<file path="src/rtl/analog_macro_pkg.sv">
// Shared types and default widths for the analog macro RX/TX neighbours.
package analog_macro_pkg;

  localparam int NUM_SPIN_DEF = 256;
  localparam int COUNTER_BITWIDTH_DEF = 8;
  localparam int STABLE_CNT_BITWIDTH_DEF = 8;

  typedef enum logic [1:0] {
    TX_IDLE,
    TX_SETTLE,
    TX_PUSH
  } analog_tx_state_e;

endpackage

</file>
<file path="src/rtl/analog_tx_stable_tracker.sv">
// Counts consecutive identical captured spin vectors and flags convergence
// once the count reaches a non-zero threshold.
module analog_tx_stable_tracker
  import analog_macro_pkg::*;
#(
  parameter int NUM_SPIN = NUM_SPIN_DEF,
  parameter int STABLE_CNT_BITWIDTH = STABLE_CNT_BITWIDTH_DEF
) (
  input  logic                           clk_i,
  input  logic                           rst_ni,
  input  logic                           capture,
  input  logic                           clear,
  input  logic [STABLE_CNT_BITWIDTH-1:0] threshold,
  input  logic [NUM_SPIN-1:0]            spin,
  output logic                           converged
);

  localparam logic [STABLE_CNT_BITWIDTH-1:0] CNT_MAX = '1;

  logic [NUM_SPIN-1:0]            prev;
  logic                           has_prev;
  logic [STABLE_CNT_BITWIDTH-1:0] stable_cnt;
  logic [STABLE_CNT_BITWIDTH-1:0] stable_cnt_d;

  always_comb begin
    stable_cnt_d = stable_cnt;
    if (clear) begin
      stable_cnt_d = '0;
    end else if (capture) begin
      if (has_prev && spin == prev) begin
        if (stable_cnt != CNT_MAX)
          stable_cnt_d = stable_cnt + STABLE_CNT_BITWIDTH'(1);
      end else begin
        stable_cnt_d = '0;
      end
    end
  end

  // Converged follows the next count so it rises with the sample's valid.
  always_ff @(posedge clk_i) begin
    if (!rst_ni) begin
      prev       <= '0;
      has_prev   <= 1'b0;
      stable_cnt <= '0;
      converged  <= 1'b0;
    end else begin
      stable_cnt <= stable_cnt_d;
      converged  <= !clear && (threshold != '0)
                    && (stable_cnt_d >= threshold);
      if (clear) begin
        prev     <= '0;
        has_prev <= 1'b0;
      end else if (capture) begin
        prev     <= spin;
        has_prev <= 1'b1;
      end
    end
  end

endmodule

</file>
<file path="src/rtl/analog_tx.sv">
// Samples analog macro spins after a settle delay and pushes them
// to the digital side over valid/ready, tracking sample stability.
module analog_tx
  import analog_macro_pkg::*;
#(
  parameter int NUM_SPIN = NUM_SPIN_DEF,
  parameter int COUNTER_BITWIDTH = COUNTER_BITWIDTH_DEF,
  parameter int STABLE_CNT_BITWIDTH = STABLE_CNT_BITWIDTH_DEF
) (
  input  logic                           clk_i,
  input  logic                           rst_ni,
  input  logic                           en_i,
  input  logic                           tx_configure_enable_i,
  input  logic [COUNTER_BITWIDTH-1:0]    cycle_per_spin_sample_i,
  input  logic [STABLE_CNT_BITWIDTH-1:0] stable_threshold_i,
  input  logic                           analog_macro_cmpt_finish_i,
  input  logic [NUM_SPIN-1:0]            spin_i,
  output logic                           spin_push_valid_o,
  input  logic                           spin_push_ready_i,
  output logic [NUM_SPIN-1:0]            spin_push_o,
  output logic                           analog_tx_idle_o,
  output logic                           converged_o,
  output logic                           sample_overrun_o
);

  analog_tx_state_e state;

  logic [COUNTER_BITWIDTH-1:0]    cfg_settle;
  logic [STABLE_CNT_BITWIDTH-1:0] cfg_thr;
  logic [COUNTER_BITWIDTH-1:0]    cnt;
  logic finish_q;
  logic fin_rise;
  logic cfg_wr;
  logic handshake;
  logic capture;
  logic overrun_evt;

  assign cfg_wr    = en_i & tx_configure_enable_i;
  assign fin_rise  = analog_macro_cmpt_finish_i & ~finish_q;
  assign handshake = spin_push_valid_o & spin_push_ready_i;
  assign capture   = (state == TX_SETTLE) && (cnt == cfg_settle);

  assign spin_push_valid_o = (state == TX_PUSH);
  assign analog_tx_idle_o  = (state == TX_IDLE);

  assign overrun_evt = fin_rise &
    ((state == TX_SETTLE) | ((state == TX_PUSH) & ~handshake));

  always_ff @(posedge clk_i) begin
    if (!rst_ni) begin
      cfg_settle <= '0;
      cfg_thr    <= '0;
    end else if (cfg_wr) begin
      cfg_settle <= cycle_per_spin_sample_i;
      cfg_thr    <= stable_threshold_i;
    end
  end

  // Disable acts as a soft reset of everything except the config.
  always_ff @(posedge clk_i) begin
    if (!rst_ni || !en_i) begin
      state            <= TX_IDLE;
      cnt              <= '0;
      finish_q         <= 1'b0;
      spin_push_o      <= '0;
      sample_overrun_o <= 1'b0;
    end else begin
      finish_q <= analog_macro_cmpt_finish_i;
      if (overrun_evt)
        sample_overrun_o <= 1'b1;
      else if (cfg_wr)
        sample_overrun_o <= 1'b0;
      unique case (state)
        TX_IDLE: begin
          if (fin_rise) begin
            state <= TX_SETTLE;
            cnt   <= '0;
          end
        end
        TX_SETTLE: begin
          if (capture) begin
            spin_push_o <= spin_i;
            state       <= TX_PUSH;
          end else begin
            cnt <= cnt + COUNTER_BITWIDTH'(1);
          end
        end
        TX_PUSH: begin
          if (handshake) begin
            state <= fin_rise ? TX_SETTLE : TX_IDLE;
            cnt   <= '0;
          end
        end
        default: state <= TX_IDLE;
      endcase
    end
  end

  analog_tx_stable_tracker #(
    .NUM_SPIN            (NUM_SPIN),
    .STABLE_CNT_BITWIDTH (STABLE_CNT_BITWIDTH)
  ) u_tracker (
    .clk_i     (clk_i),
    .rst_ni    (rst_ni),
    .capture   (capture & en_i),
    .clear     (cfg_wr | ~en_i),
    .threshold (cfg_thr),
    .spin      (spin_i),
    .converged (converged_o)
  );

endmodule

</file>
<file path="config.mk">
export PLATFORM = sky130hd
export DESIGN_NAME = analog_tx
export DESIGN_NICKNAME = d
export VERILOG_FILES = /design/src/rtl/analog_macro_pkg.sv /design/src/rtl/analog_tx_stable_tracker.sv /design/src/rtl/analog_tx.sv
export SDC_FILE = /design/constraint.sdc
export NUM_CORES = 1
export LEC_CHECK = 0
export CAP_MARGIN = 20
export CORE_ASPECT_RATIO = 2
export CORE_MARGIN = 2
export CORE_UTILIZATION = 51
export DETAILED_ROUTE_END_ITERATION = 6
export GPL_TIMING_DRIVEN = 0
export PLACE_DENSITY = 0.76
export SLEW_MARGIN = 20
export SYNTH_ARGS = -nofsm -noshare
export SYNTH_HDL_FRONTEND = slang
export SYNTH_HIERARCHICAL = 1
export SYNTH_SLANG_ARGS = --single-unit
export TNS_END_PERCENT = 20
</file>
<file path="constraint.sdc">
create_clock -name clk_i -period 5.35 [get_ports clk_i]
set_clock_uncertainty 0.15 [all_clocks]
set_input_delay 0.535 -clock clk_i [delete_from_list [all_inputs] [get_ports clk_i]]
set_output_delay 0.535 -clock clk_i [all_outputs]
set_load 0.1 [all_outputs]
</file>
=== Word level (Yosys, flattened, before mapping) ===
Index checks and enable logic that the tools add are counted.

* Register bits after elaboration: 550
* Output and inout bits: 260

* $add $sub $neg: 2
* $lt $le $gt $ge: 1
* Eq/ne operators: 9
* Mux-type cells: 15
* Bitwise logic cells: 12
* Reduce and logical (&&, ||, !) cells: 16

{| class="wikitable"
|+ Operators by type and width
! operator !! count
|-
| 256-bit equality test || 1
|-
| 8-bit 2-to-1 mux || 7
|-
| 8-bit case mux with 3 select lines || 1
|-
| 8-bit by 1-bit adder with 8-bit output (second input constant) || 2
|-
| 8-bit equality test || 1
|-
| 8-bit greater-or-equal comparator || 1
|-
| 8-bit != test (second input constant) || 1
|-
| 8-bit nonzero test || 1
|-
| 1-bit AND || 6
|-
| 2-bit 2-to-1 mux || 3
|-
| 2-bit case mux with 3 select lines || 1
|-
| 1-bit logical AND || 4
|-
| 2-bit by 1-bit != test with 1-bit output (second input constant) || 2
|-
| 2-bit != test (second input constant) || 2
|-
| 1-bit NOT || 4
|-
| 4-bit AND reduction || 1
|-
| 1-bit logical NOT || 3
|-
| 1-bit 2-to-1 mux || 3
|-
| 3-bit AND reduction || 1
|-
| 3-bit nonzero test || 1
|-
| 2-bit by 1-bit equality test with 1-bit output (second input constant) || 1
|-
| 2-bit equality test (second input constant) || 1
|-
| 2-bit logical NOT || 1
|-
| 1-bit bitwise OR || 2
|-
| other kinds (4) || 4
|}

=== Logic depth before layout (Yosys ltp) ===
* Depth in word-level cells: 7
* Mapped depth: 20
* Mapped depth without buffers: 15

=== Modules after synthesis ===
The synthesis kept the hierarchy.

{| class="wikitable"
|+ Modules (own cells, without submodules)
! module !! times used !! cells an instance !! area each (µm²)
|-
| analog_tx_stable_tracker || 1 || 1,418 || 13,143.9
|-
| analog_tx || 1 || 1,286 || 11,861.4
|}

=== Worst setup path after synthesis ===
OpenSTA, ideal clock, no wires.

* Kind: register -> register
* Start point: register cnt[5]
* End point: register u_tracker.converged
* Library setup time: 0.120 ns
* Data arrival time: 3.656 ns
* Data required time: 5.080 ns
* Path slack: 1.424 ns
* Stages on the path, launching flop included: 21
* Path buffers: 5
* Clock period less this slack: 3.926 ns
* Cell sequence: dfxtp_1 buf_4 xnor2_2 nand4_4 nor4_4 buf_6 buf_6 buf_6 and2_1 clkbuf_1 o31a_1 xnor2_1 or3_1 ha_1 nand2b_1 a21o_1 a21oi_1 nor2b_1 o21ai_0 a21oi_1 o31a_1

* Word-level cells in the longest chain between the ends: 7

{| class="wikitable"
|+ RTL lines
! element !! RTL line !! text
|-
| start: declaration || analog_tx.sv:30 || <nowiki>logic [COUNTER_BITWIDTH-1:0] cnt;</nowiki>
|-
| start signal: assignment || analog_tx.sv:85 || <nowiki>cnt <= cnt + COUNTER_BITWIDTH'(1);</nowiki>
|-
| 8-bit equality test || analog_tx.sv:41 || <nowiki>assign capture = (state == TX_SETTLE) && (cnt == cfg_settle);</nowiki>
|-
| 1-bit logical AND || analog_tx.sv:41 ||
|-
| 1-bit AND || analog_tx.sv:105 || <nowiki>.capture (capture & en_i),</nowiki>
|-
| 8-bit 2-to-1 mux || analog_tx_stable_tracker.sv:29 || <nowiki>end else if (capture) begin</nowiki>
|-
| 8-bit 2-to-1 mux || analog_tx_stable_tracker.sv:27 || <nowiki>if (clear) begin</nowiki>
|-
| 8-bit greater-or-equal comparator || analog_tx_stable_tracker.sv:49 || <nowiki>&& (stable_cnt_d >= threshold);</nowiki>
|-
| 1-bit logical AND || analog_tx_stable_tracker.sv:49 ||
|-
| end signal: assignment || analog_tx_stable_tracker.sv:48 || <nowiki>converged <= !clear && (threshold != '0)</nowiki>
|-
| end: declaration || analog_tx_stable_tracker.sv:15 || <nowiki>output logic converged</nowiki>
|}

No other way between the ends.
A chain may end at the register's enable or synchronous reset.

=== Worst setup path in the final report ===
* Start point: input spin_i[165]
* End point: register u_tracker.converged

* Word-level cells in the longest chain between the ends: 7

{| class="wikitable"
|+ RTL lines
! element !! RTL line !! text
|-
| start: declaration || analog_tx.sv:17 || <nowiki>input logic [NUM_SPIN-1:0] spin_i,</nowiki>
|-
| 256-bit equality test || analog_tx_stable_tracker.sv:30 || <nowiki>if (has_prev && spin == prev) begin</nowiki>
|-
| 1-bit logical AND || analog_tx_stable_tracker.sv:30 ||
|-
| 8-bit 2-to-1 mux || analog_tx_stable_tracker.sv:30 ||
|-
| 8-bit 2-to-1 mux || analog_tx_stable_tracker.sv:29 ||
|-
| 8-bit 2-to-1 mux || analog_tx_stable_tracker.sv:27 ||
|-
| 8-bit greater-or-equal comparator || analog_tx_stable_tracker.sv:49 ||
|-
| 1-bit logical AND || analog_tx_stable_tracker.sv:49 ||
|}

No other way between the ends.

==> impl_metrics.json <==
{
  "timing.hold.ws_ns": 0.283,
  "start_util": 0.517,
  "critPathCaptureType": "flop",
  "finalPower_mw": 9.16,
  "cts_sinks": 550,
  "tns_ns": -0.150,
  "syn_area_per_cell_um2": 9.25,
  "dp_cells": 3879,
  "cts.hold.buffers_added": 0,
  "required_ns": 5.67,
  "clock_path_buffers": 3,
  "place_area_um2": 31200,
  "cp_max_fo": 5,
  "leakagePower_nw": 10.6,
  "max_cap_viol_count": 0,
  "gp_congestion": 1.01,
  "ys_top_cells_by_area": "dfxtp_1, mux2i_1, nand2_1, xnor2_1, nor2_1",
  "synth.most_common_cell": "nand2_1",
  "drt-initial-drc-count": 1679,
  "startpoint_type": "primary input",
  "fp.dieW_um": 161,
  "postLayoutCoreUtil": 0.679,
  "viasPerCell": 5.68,
  "period_minus_slack_ns": 5.50,
  "fillers": 3847,
  "cts-resized-gates": 0,
  "drive_above_1_share": 0.0454,
  "syn2layout_area_growth_pct": 31.3,
  "place_ws_ns": -0.505,
  "dr_total_vias": 22600,
  "setup_ws_ns": -0.150,
  "slew_headroom": 0.200,
  "max_slew.worst_pin.slew_ns": 1.20,
  "ys_warn_count": 6,
  "ys.flop_type": "dfxtp_1",
  "grt_overflow": 0,
  "seq_area_frac_synth": 0.440,
  "arrival_ns": 5.82,
  "synth-edff-count": 0,
  "grt_max_degree": 16,
  "status": "finished with violations",
  "cts_inserted_buffers": 49,
  "max_freq_ghz": 0.182,
  "grt_pass1_vias": 22900,
  "finalNonFillerCells": 3970,
  "fin_nets": 3580,
  "violations": "setup timing",
  "portBuffers": 536,
  "track_usage": 0.407,
  "final_hold_viol_count": 0,
  "postSynth.asyncResetShare": 0,
  "min_path_type": "in -> reg",
  "syn-instance-count": 2704,
  "synthDominantCellAreaShare": 0.440,
  "drt-total-wl_um": 107000,
  "rsz0062_at_grt": "no",
  "slew_violations": 0,
  "crit_type": "in -> reg",
  "clkLatencyLatePin_ns": 0.59,
  "regToRegSetupSlack_ns": 0,
  "final_area_um2": 32800,
  "grt_pass1_wl_um": 150000,
  "coreArea_um2": 48400,
  "post-route-period-util": 1.03,
  "hpwl_um": 88300,
  "cts_tree": "done",
  "syn-cell-area_um2": 25000,
  "finalSetupViolations": 1,
  "die_y_um": 317,
  "path_clk_slew_ns": 0.07,
  "drtPass1Iterations": 5,
  "synth-seq-cells": 550,
  "drc": 0,
  "synth_common_cells": "nand2_1, dfxtp_1, mux2i_1, nor2_1, xnor2_1",
  "peakVddDrop_mv": 0.256,
  "antenna_found_initial": 3,
  "whs_path_depth": 2,
  "wire_per_inst_um": 27.0,
  "synthDistinctLibCells": 64,
  "r2r_cells": 15,
  "postRouteAntennaNets": 0,
  "syn_nets": 2992,
  "num_rows": 114,
  "cts_setup_buffers": 0,
  "die-area_um2": 50900,
  "powerDensity_nw_per_um2": 279,
  "synth_area_leader_cell": "dfxtp_1",
  "ios": 538,
  "htree_levels": 2,
  "root_buffer": "clkbuf_16"
}
## sequential cells by signal, indices dropped and copies added, names as in the netlist, 2 cells and up
register	cells
cfg_settle	8
cfg_thr	8
cnt	8
spin_push_o	256
state	2
u_tracker/prev	256
u_tracker/stable_cnt	8
## routing by layer
layer | routed length [µm] | track usage | vias to the layer above
met1 | 34900 | 0.384 | 10900
met4 | 12100 | 0.382 | 0
met5 | 0 | 0 | -
met3 | 5220 | 0.0541 | 379
met2 | 54900 | 0.754 | 1092
li1 | - | - | 10200
## worst max-delay path, cell delays in order
cell and delay (ns):
clkdlybuf4s50_1 0.51, xnor2_1 0.74, nand4_1 0.53, nor4_1 0.48, nand4_1 0.31, nor4_4 0.46, a31oi_2 0.24, or3_1 0.43
ha_1 0.27, nand2b_1 0.14, a21o_1 0.20, a21oi_1 0.18, nor2b_1 0.06, o21ai_0 0.26, a21oi_1 0.19, o31a_1 0.27
## power by group
part	switching [mW]	internal, mW	leakage (nW)
logic	0.825	0.474	5.36
registers	0.0295	4.13	4.43
clock network	1.63	2.07	0.808
## kinds of logic (layout without fill, tap and decap cells)
kind of cell | Yosys count | in the layout | synth area share
adders and majority gates | 10 | 10 | 0.00500
AOI/OAI and AO/OA | 153 | 153 | 0.0514
buffers and inverters | 264 | 889 | 0.0571
DFF | 550 | 550 | 0.440
and+or+nand+nor | 1077 | 1077 | 0.192
muxes | 514 | 514 | 0.206
other | 0 | 3 | 0
xor gates and xnor gates | 136 | 136 | 0.0485
## layout make-up
class	count	area, µm²	area share
clock buffers	69	1400	0.0428
clock inverters	19	230	0.00701
flip-flops and latches	550	11000	0.335
repair buffers	537	5380	0.164
plain buffers	161	1040	0.0318
multi-input cells	1890	12600	0.383
inverters	103	387	0.0118
well taps	638	798	0.0243
diodes	3	7.51	0.000229
## cell usage in the layout, fill, tap and decap left out, drive strengths merged, types with 16 or more instances in the layout
cell and count:
a2111o 27, a21boi 16, buf 78, clkbuf 153, clkdlybuf4s50 536, dfxtp 550
inv 102, mux2i 514, nand2 557, nand2b 42, nand4 44, nor2 267
nor2b 92, nor4 33, o22ai 32, xnor2 123
## worst paths after layout
| check | from | end |
|---|---|---|
| min | en_i | finish_q |
| max reg2reg | u_tracker/prev[165] | u_tracker/converged |
| min reg2reg | spin_push_o[248] | spin_push_o[248] |
| max | spin_i[165] | u_tracker/converged |
Power figures use the tool's default switching activity.
